==> config.mk <==
export PLATFORM = sky130hd
export DESIGN_NAME = sha256_kw_sequencer
export DESIGN_NICKNAME = d
export VERILOG_FILES = /design/src/rtl/sha256_pkg.sv /design/src/rtl/sha256_w_expand.sv /design/src/rtl/sha256_kw_sequencer.sv
export SDC_FILE = /design/constraint.sdc
export NUM_CORES = 2
export LEC_CHECK = 0
export BUFFER_PORTS_ARGS = -buffer_cell sky130_fd_sc_hd__buf_4
export CORE_MARGIN = 2
export CORE_UTILIZATION = 35
export DETAILED_ROUTE_END_ITERATION = 10
export PLACE_DENSITY = 0.56
export SLEW_MARGIN = 20
export SYNTH_ARGS = -nofsm -noshare
export SYNTH_HDL_FRONTEND = slang
export SYNTH_SLANG_ARGS = --single-unit
==> constraint.sdc <==
create_clock -name i_clk -period 7.8 [get_ports i_clk]
set_input_delay 1.17 -clock i_clk [delete_from_list [all_inputs] [get_ports i_clk]]
set_output_delay 1.17 -clock i_clk [all_outputs]
set_load 0.05 [all_outputs]
==> src/rtl/sha256_pkg.sv <==
// ============================================================================
// Module   : sha256_pkg
// Brief    : Shared SHA-256 schedule constants, word type, FSM states and the
//            small-sigma functions.
// Revision : 1.0
// ============================================================================
`default_nettype none

package sha256_pkg;

    localparam int c_ROUNDS = 64;
    localparam int c_WORDS  = 16;

    typedef logic [31:0] word_t;

    typedef enum logic [1:0] {
        S_IDLE = 2'd0,
        S_FILL = 2'd1,
        S_RUN  = 2'd2
    } state_t;

    function automatic word_t sigma0(input word_t x);
        return {x[6:0], x[31:7]} ^ {x[17:0], x[31:18]} ^ (x >> 3);
    endfunction

    function automatic word_t sigma1(input word_t x);
        return {x[16:0], x[31:17]} ^ {x[18:0], x[31:19]} ^ (x >> 10);
    endfunction

endpackage

`default_nettype wire

==> src/rtl/sha256_w_expand.sv <==
// ============================================================================
// Module   : sha256_w_expand
// Brief    : Combinational message-schedule step producing the next W word
//            from the sliding window taps w[0], w[1], w[9], w[14].
// Revision : 1.0
// ============================================================================
`default_nettype none

module sha256_w_expand
    import sha256_pkg::*;
(
    input  word_t i_w0,
    input  word_t i_w1,
    input  word_t i_w9,
    input  word_t i_w14,
    output word_t o_w_next
);

    assign o_w_next = sigma1(i_w14) + i_w9 + sigma0(i_w1) + i_w0;

endmodule

`default_nettype wire

==> src/rtl/sha256_kw_sequencer.sv <==
// ============================================================================
// Module   : sha256_kw_sequencer
// Brief    : Accepts a 512-bit block and streams W[t] + K[t] for t = 0..63,
//            prefetching K from an external clocked ROM one round ahead.
// Revision : 1.0
// ============================================================================
`default_nettype none

module sha256_kw_sequencer
    import sha256_pkg::*;
#(
    parameter int ROUNDS = c_ROUNDS,
    parameter int WORDS  = c_WORDS
) (
    input  logic                  i_clk,
    input  logic                  i_rst,
    input  logic                  i_blk_valid,
    input  logic [WORDS*32-1:0]   i_blk,
    output logic                  o_blk_ready,
    output logic [6:0]            o_coef_num,
    input  logic [31:0]           i_coef_value,
    output logic                  o_kw_valid,
    output logic [31:0]           o_kw,
    output logic [5:0]            o_round,
    output logic                  o_last
);

    localparam logic [5:0] c_LAST_ROUND    = 6'(ROUNDS - 1);
    // ROM address runs two rounds ahead, so it stops counting at t = ROUNDS-3.
    localparam logic [5:0] c_LAST_PREFETCH = 6'(ROUNDS - 3);

    state_t      r_state_q,     w_state_d;
    logic [6:0]  r_coef_num_q,  w_coef_num_d;
    logic [5:0]  r_t_q,         w_t_d;
    word_t       r_win_q [WORDS];
    word_t       w_win_d [WORDS];
    word_t       r_kw_q,        w_kw_d;
    logic [5:0]  r_round_q,     w_round_d;
    logic        r_kw_valid_q,  w_kw_valid_d;
    logic        r_last_q,      w_last_d;
    word_t       w_w_next;

    sha256_w_expand u_w_expand (
        .i_w0     (r_win_q[0]),
        .i_w1     (r_win_q[1]),
        .i_w9     (r_win_q[9]),
        .i_w14    (r_win_q[14]),
        .o_w_next (w_w_next)
    );

    always_comb begin
        w_state_d    = r_state_q;
        w_coef_num_d = r_coef_num_q;
        w_t_d        = r_t_q;
        w_win_d      = r_win_q;
        w_kw_d       = r_kw_q;
        w_round_d    = r_round_q;
        w_kw_valid_d = 1'b0;
        w_last_d     = 1'b0;

        case (r_state_q)
            S_IDLE: begin
                if (i_blk_valid) begin
                    for (int i = 0; i < WORDS; i++) begin
                        w_win_d[i] = i_blk[(WORDS-1-i)*32 +: 32];
                    end
                    w_coef_num_d = 7'd0;
                    w_state_d    = S_FILL;
                end
            end
            S_FILL: begin
                w_coef_num_d = r_coef_num_q + 7'd1;
                w_t_d        = 6'd0;
                w_state_d    = S_RUN;
            end
            S_RUN: begin
                w_kw_d       = r_win_q[0] + i_coef_value;
                w_round_d    = r_t_q;
                w_kw_valid_d = 1'b1;
                w_last_d     = (r_t_q == c_LAST_ROUND);
                for (int i = 0; i < WORDS-1; i++) begin
                    w_win_d[i] = r_win_q[i+1];
                end
                w_win_d[WORDS-1] = w_w_next;
                w_coef_num_d = (r_t_q <= c_LAST_PREFETCH) ? r_coef_num_q + 7'd1 : 7'd0;
                if (r_t_q == c_LAST_ROUND) begin
                    w_state_d = S_IDLE;
                end else begin
                    w_t_d = r_t_q + 6'd1;
                end
            end
            default: begin
                w_state_d = S_IDLE;
            end
        endcase
    end

    always_ff @(posedge i_clk) begin
        if (i_rst) begin
            r_state_q    <= S_IDLE;
            r_coef_num_q <= 7'd0;
            r_t_q        <= 6'd0;
            r_kw_q       <= '0;
            r_round_q    <= 6'd0;
            r_kw_valid_q <= 1'b0;
            r_last_q     <= 1'b0;
            for (int i = 0; i < WORDS; i++) begin
                r_win_q[i] <= '0;
            end
        end else begin
            r_state_q    <= w_state_d;
            r_coef_num_q <= w_coef_num_d;
            r_t_q        <= w_t_d;
            r_kw_q       <= w_kw_d;
            r_round_q    <= w_round_d;
            r_kw_valid_q <= w_kw_valid_d;
            r_last_q     <= w_last_d;
            for (int i = 0; i < WORDS; i++) begin
                r_win_q[i] <= w_win_d[i];
            end
        end
    end

    assign o_blk_ready = (r_state_q == S_IDLE) && !i_rst;
    assign o_coef_num  = r_coef_num_q;
    assign o_kw_valid  = r_kw_valid_q;
    assign o_kw        = r_kw_q;
    assign o_round     = r_round_q;
    assign o_last      = r_last_q;

endmodule

`default_nettype wire

Word-level counts from Yosys, hierarchy flattened
Index checks and enable logic that the tools add are counted.
- bitwise logic cells: 5
- shifts and indexed selects: 0
- multiply operators: 0
- mux-type cells: 11
- order comparisons: 1
- add/sub/neg operators: 6
- eq/ne operators: 6
- reduce and logical (&&, ||, !) cells: 11
- divide/modulo/power cells: 0
- operators by type and width (operator ; count):
    512-bit case mux with 2 select lines ; 1
    512-bit 2-to-1 mux ; 1
    32-bit adder ; 4
    32-bit XOR ; 2
    32-bit by 22-bit XOR with 32-bit output ; 1
    32-bit by 29-bit XOR with 32-bit output ; 1
    7-bit case mux with 3 select lines ; 1
    7-bit 2-to-1 mux ; 2
    6-bit case mux with 2 select lines ; 1
    2-bit AND reduction ; 4
    7-bit by 1-bit adder with 7-bit output (second input constant) ; 1
    6-bit by 1-bit adder with 6-bit output (second input constant) ; 1
    6-bit == test (second input constant) ; 1
    6-bit <= comparator (second input constant) ; 1
    6-bit 2-to-1 mux ; 1
    2-bit inequality test (second input constant) ; 3
    2-bit case mux with 3 select lines ; 1
    2-bit 2-to-1 mux ; 2
    2-bit nonzero test ; 2
    3-bit nonzero test ; 1
    2-bit by 1-bit == test with 1-bit output (second input constant) ; 1
    2-bit == test (second input constant) ; 1
    2-bit zero test ; 1
    2-bit OR reduction ; 1
    other kinds (4) ; 4
- word-level logic and storage cells: 63
- memory bits (writable): 0
- register bits after elaboration: 567
- output and inout bits: 48
- memory bits (read-only): 0
- memories: 0
- latch bits: 0
- input bits: 547

Logic depth before layout (Yosys ltp)
- word-level depth: 6
- gate-level depth with buffers: 17
- gate-level depth less buffers: 15

Hierarchy
Synthesis repeated with hierarchy kept, for this count alone.
- cell total of the unflattened synthesis: 3219
- area total of the unflattened synthesis: 30080.1 um^2
- modules (own cells, without submodules) (module ; area each (um^2) ; cells an instance ; instances ; sequential area each (um^2)):
    sha256_kw_sequencer ; 25904.8 ; 2746 ; 1 ; 11350.9
    sha256_w_expand ; 4175.3 ; 473 ; 1 ; 0.0

Least setup slack after synthesis
OpenSTA, ideal clock, no wires.
- path kind: register to register
- start: register r_win_q[465] (netlist name)
- end: register r_win_q[28] (netlist name)
- path buffers: 2
- required time: 7.697 ns
- path slack: 4.014 ns
- stages on the path, launching flop included: 18
- library setup time: 0.103 ns
- data arrival time: 3.683 ns
- clock period less this slack: 3.786 ns
- path through: dfxtp_1 -> clkbuf_1 -> xnor2_1 -> xnor2_1 -> fa_1 -> inv_1 -> fa_1 -> inv_1 -> ha_1 -> buf_2 -> and4_4 -> and4_1 -> o21ai_2 -> o211a_1 -> o21a_4 -> o41ai_2 -> xnor2_1 -> a2111oi_2
- longest elaborated chain between the ends: 5
- ends and longest elaborated chain (item ; RTL line ; source):
    start, declared ; sha256_kw_sequencer.sv:35 ; word_t r_win_q [WORDS];
    start signal, assigned by index ; sha256_kw_sequencer.sv:119 ; r_win_q[i] <= w_win_d[i];
    32-bit XOR ; sha256_pkg.sv:23 ; return {x[6:0], x[31:7]} ^ {x[17:0], x[31:18]} ^ (x >> 3);
    32-bit by 29-bit XOR with 32-bit output (*) ; sha256_pkg.sv:23 ;
    32-bit adder (*) (2 in a row) ; sha256_w_expand.sv:19 ; assign o_w_next = sigma1(i_w14) + i_w9 + sigma0(i_w1) + i_w0;
    512-bit case mux with 2 select lines (*) ; sha256_kw_sequencer.sv:61 ; case (r_state_q)
Mark *: on every way between the ends. The rest lies on a longest branch, timed or not.
A chain may end at the register's enable or synchronous reset.

Final worst setup path
- start: register r_win_q[467] (netlist name)
- end: register r_win_q[27] (netlist name)
The elaborated chain is that of the path after synthesis.

==> flow_metrics.env <==
export IMPL_status="finished clean"
export IMPL_drc=0
export IMPL_crit_family="adder cells"
export IMPL_cts_htree_levels=3
export IMPL_hp_class="reg -> reg"
export IMPL_rr_worst_depth=13
export IMPL_path_cells="xnor2_1, xnor2_1, fa_1, fa_1, ha_1, fa_1, a21o_1, a31oi_1, o31ai_1, nand4_1, nand2_1, xnor2_1, a2111oi_0"
export IMPL_rows=107
export IMPL_r2r_start="r_win_q[467]"
export IMPL_fin_area_um2=37700
export IMPL_setup_tns_ps=0
export IMPL_cts_sinks=567
export IMPL_ant_nets=0
export IMPL_syn_area_per_cell_um2=9.06
export IMPL_synth_flop_cell="dfxtp_1"
export IMPL_p_seq_share_pct=31.2
export IMPL_netlist_top_cells_count="nor2_1 (577), dfxtp_1 (567), mux2i_1 (506), a211oi_1 (505), clkbuf_1 (280)"
export IMPL_cts_hold_buf=0
export IMPL_syn_to_final_growth_pct=24.5
export IMPL_critPathArrivalTime_ps=5010
export IMPL_path_clk_slew_ps=50
export IMPL_final_nets=4403
export IMPL_yosysSeqAreaShare_pct=37.5
export IMPL_antenna_found_initial=15
export IMPL_first_pass_iters=7
export IMPL_crit_required_ps=8260
export IMPL_clockRootBuffer="clkbuf_16"
export IMPL_dp_final_hpwl_um=87900
export IMPL_vias=25600
export IMPL_dp_slack_ps=3060
export IMPL_min_period_over_period_pct=58.3
export IMPL_synth_edf_count=0
export IMPL_p_leak_nw=14.6
export IMPL_syn_inst=3336
export IMPL_ios=595
export IMPL_end_kind="flop"
export IMPL_gp_routability_congestion=0.942
export IMPL_rrSetupSlack_ps=3250
export IMPL_worst_pin_slew_ps=1260
export IMPL_fmax_mhz=220
export IMPL_cts_tree="yes"
export IMPL_first_global_vias=24600
export IMPL_drv_cap=0
export IMPL_p_clk_share_pct=28.1
export IMPL_die_y_um=298
export IMPL_slowest_stage="o31ai_1"
export IMPL_n_fill_cell=8589
export IMPL_grt_pass1_wl_um=163000
export IMPL_yosys_warnings=0
export IMPL_cts_buffer_depth=3
export IMPL_fp_dieW_um=298
export IMPL_grt_ovfl_total=0
export IMPL_synth_top_area_share_pct=37.5
export IMPL_timing_rr_end="r_win_q[27]"
export IMPL_syn_area_um2=30200
export IMPL_io_buffer_count=594
export IMPL_postLayoutCoreUtil_pct=44.1
export IMPL_wl_per_cell_um=23.2
export IMPL_internal_power_mw=7.11
export IMPL_setup_ws_ps=3250
export IMPL_share_comb_of_total_power_pct=40.7
export IMPL_switching_share_pct=39.5
export IMPL_finalNonFillerCells=4936
export IMPL_ys_ff_latch=567
export IMPL_irDropWorstVdd_mv=0.195
export IMPL_timing_final_crit_period_ps=4550
export IMPL_synth_area_leaders="dfxtp_1 (38%), mux2i_1 (17%), a211oi_1 (13%)"
export IMPL_avgViaCountPerCell=5.19
export IMPL_clk_latency_ps=620
export IMPL_drt_iter0_markers=2030
export IMPL_slowest_delay_ps=700
export IMPL_worstSetupPathType="reg -> reg"
export IMPL_grt_max_degree=206
export IMPL_drv_slew=0
export IMPL_core_area_um2=85400
export IMPL_hold_viol_final=0
export IMPL_setup_violations=0
export IMPL_drt_wl_total_um=114000
export IMPL_numCtsBuffers=70
export IMPL_whs_endpoint="o_kw[27]"
export IMPL_synth_distinct_cells=67
export IMPL_drive_gt1_share_pct=19.9
export IMPL_yosysTopAreaCell="dfxtp_1"
export IMPL_postCtsSetupRepairBufs=0
export IMPL_p_per_area_nw_per_um2=312
export IMPL_maxSlewHeadroom_pct=15.9
export IMPL_cp_max_fo=5
export IMPL_start_util_pct=35.4
export IMPL_yosysMostFrequentCell="nor2_1"
export IMPL_syn_num_nets=4016
export IMPL_rsz0062_at_grt="false"
export IMPL_synthArstFlopShare_pct=0
export IMPL_min_delay_start="o_kw[27]"
export IMPL_place_inst=4795
export IMPL_hold_depth=2
export IMPL_grtUsageTotal_pct=24.7
export IMPL_p_sw_mw=4.64
export IMPL_post_dp_cell_area_um2=35300
export IMPL_cp_start_kind="flop"
export IMPL_dieArea_um2=88800
export IMPL_finalClockSkew_ps=25.3
export IMPL_ctsResizeCount=0
export IMPL_cp_buffers_inverters=0
==> per-stage QoR <==
step / power, mW / hold WS, ps
floorplan: 6.95 / 452
CTS: 11.8 / 464
detailed placement: 8.46 / 452
global placement: 8.45 / 445
finish: 11.8 / 459
global route: 12.4 / 476
==> sequential cells by signal (all words and copies together) (netlist names) <==
signal	cells
r_t_q	6
o_last	1
r_win_q	512
o_kw_valid	1
o_kw	32
r_state_q	2
o_round	6
o_coef_num	7
==> cell families after synthesis <==
logic type,count (synthesis),share of synthesized area [%]
xor+xnor,170,4.92
simple gates,754,10.2
flops,567,37.5
compound gates,760,18.0
buf+inv,446,5.56
fa+ha+maj,133,7.07
mux,506,16.7
==> power by group through the flow <==
stage	logic, mW	registers (mW)	clock network (mW)
6_report	4.79	3.67	3.30
3_5_place_dp	4.73	3.72	0
2_1_floorplan	3.44	3.51	0
4_1_cts	4.77	3.66	3.38
5_1_grt	5.26	3.70	3.48
3_3_place_gp	4.74	3.71	0
==> worst register-to-register path, delay by kind of cell, from the launching register on <==
family | cells | cell delay [ps]
and+or+nand+nor | 2 | 400
AOI/OAI and AO/OA | 4 | 1440
adders and majority gates | 4 | 1450
DFF | 1 | 480
xor gates and xnor gates | 3 | 630
==> layout by cell type, fill, tap and decap left out, drive strengths merged, types with 7 or more instances in the layout <==
cell type	count
buf	617
nor2	577
dfxtp	567
mux2i	506
a211oi	505
inv	146
xnor2	134
clkbuf	103
a21oi	81
nand2	72
ha	70
fa	63
o21ai	61
xor2	36
a21o	23
nand3	22
nor3	18
clkinv	18
a31oi	17
diode	15
and3	14
nand4	11
o211ai	9
nor2b	8
or3	7
o21bai	7
==> area by class of cell <==
type                            count  area [µm²]  share of cell area (%)
Timing Repair Buffer              617        4750                    12.6
Clock inverter                     23         253                   0.671
Tap cell                         1144        1430                    3.80
Antenna cell                       15        37.5                  0.0997
Sequential cell                   567       11400                    30.1
Clock buffer                      103        2070                    5.49
Inverter                          144         541                    1.44
Multi-Input combinational cell   2323       17200                    45.8
==> routing by layer <==
layer,share of wire (%),GRT usage [%],vias to the layer above,wire length [µm]
li1,-,-,12700,-
met4,3.4,9.39,4,3870
met1,44,33.0,12000,49800
met2,47,39.5,783,53200
met5,0.019,0,-,22
met3,6.5,4.76,169,7400
==> how the worst max path moves through the flow <==
stage	depth (start not counted)	start	endpoint	slack (ps)
after floorplan	17	r_win_q[465]	r_win_q[28]	4010
after global placement	8	i_rst	r_win_q[31]	3150
after detailed placement	8	i_rst	r_win_q[31]	3060
after CTS	13	r_win_q[467]	r_win_q[27]	3340
after global routing	13	r_win_q[467]	r_win_q[27]	3140
final	13	r_win_q[467]	r_win_q[27]	3250
Power figures use the tool's default switching activity.
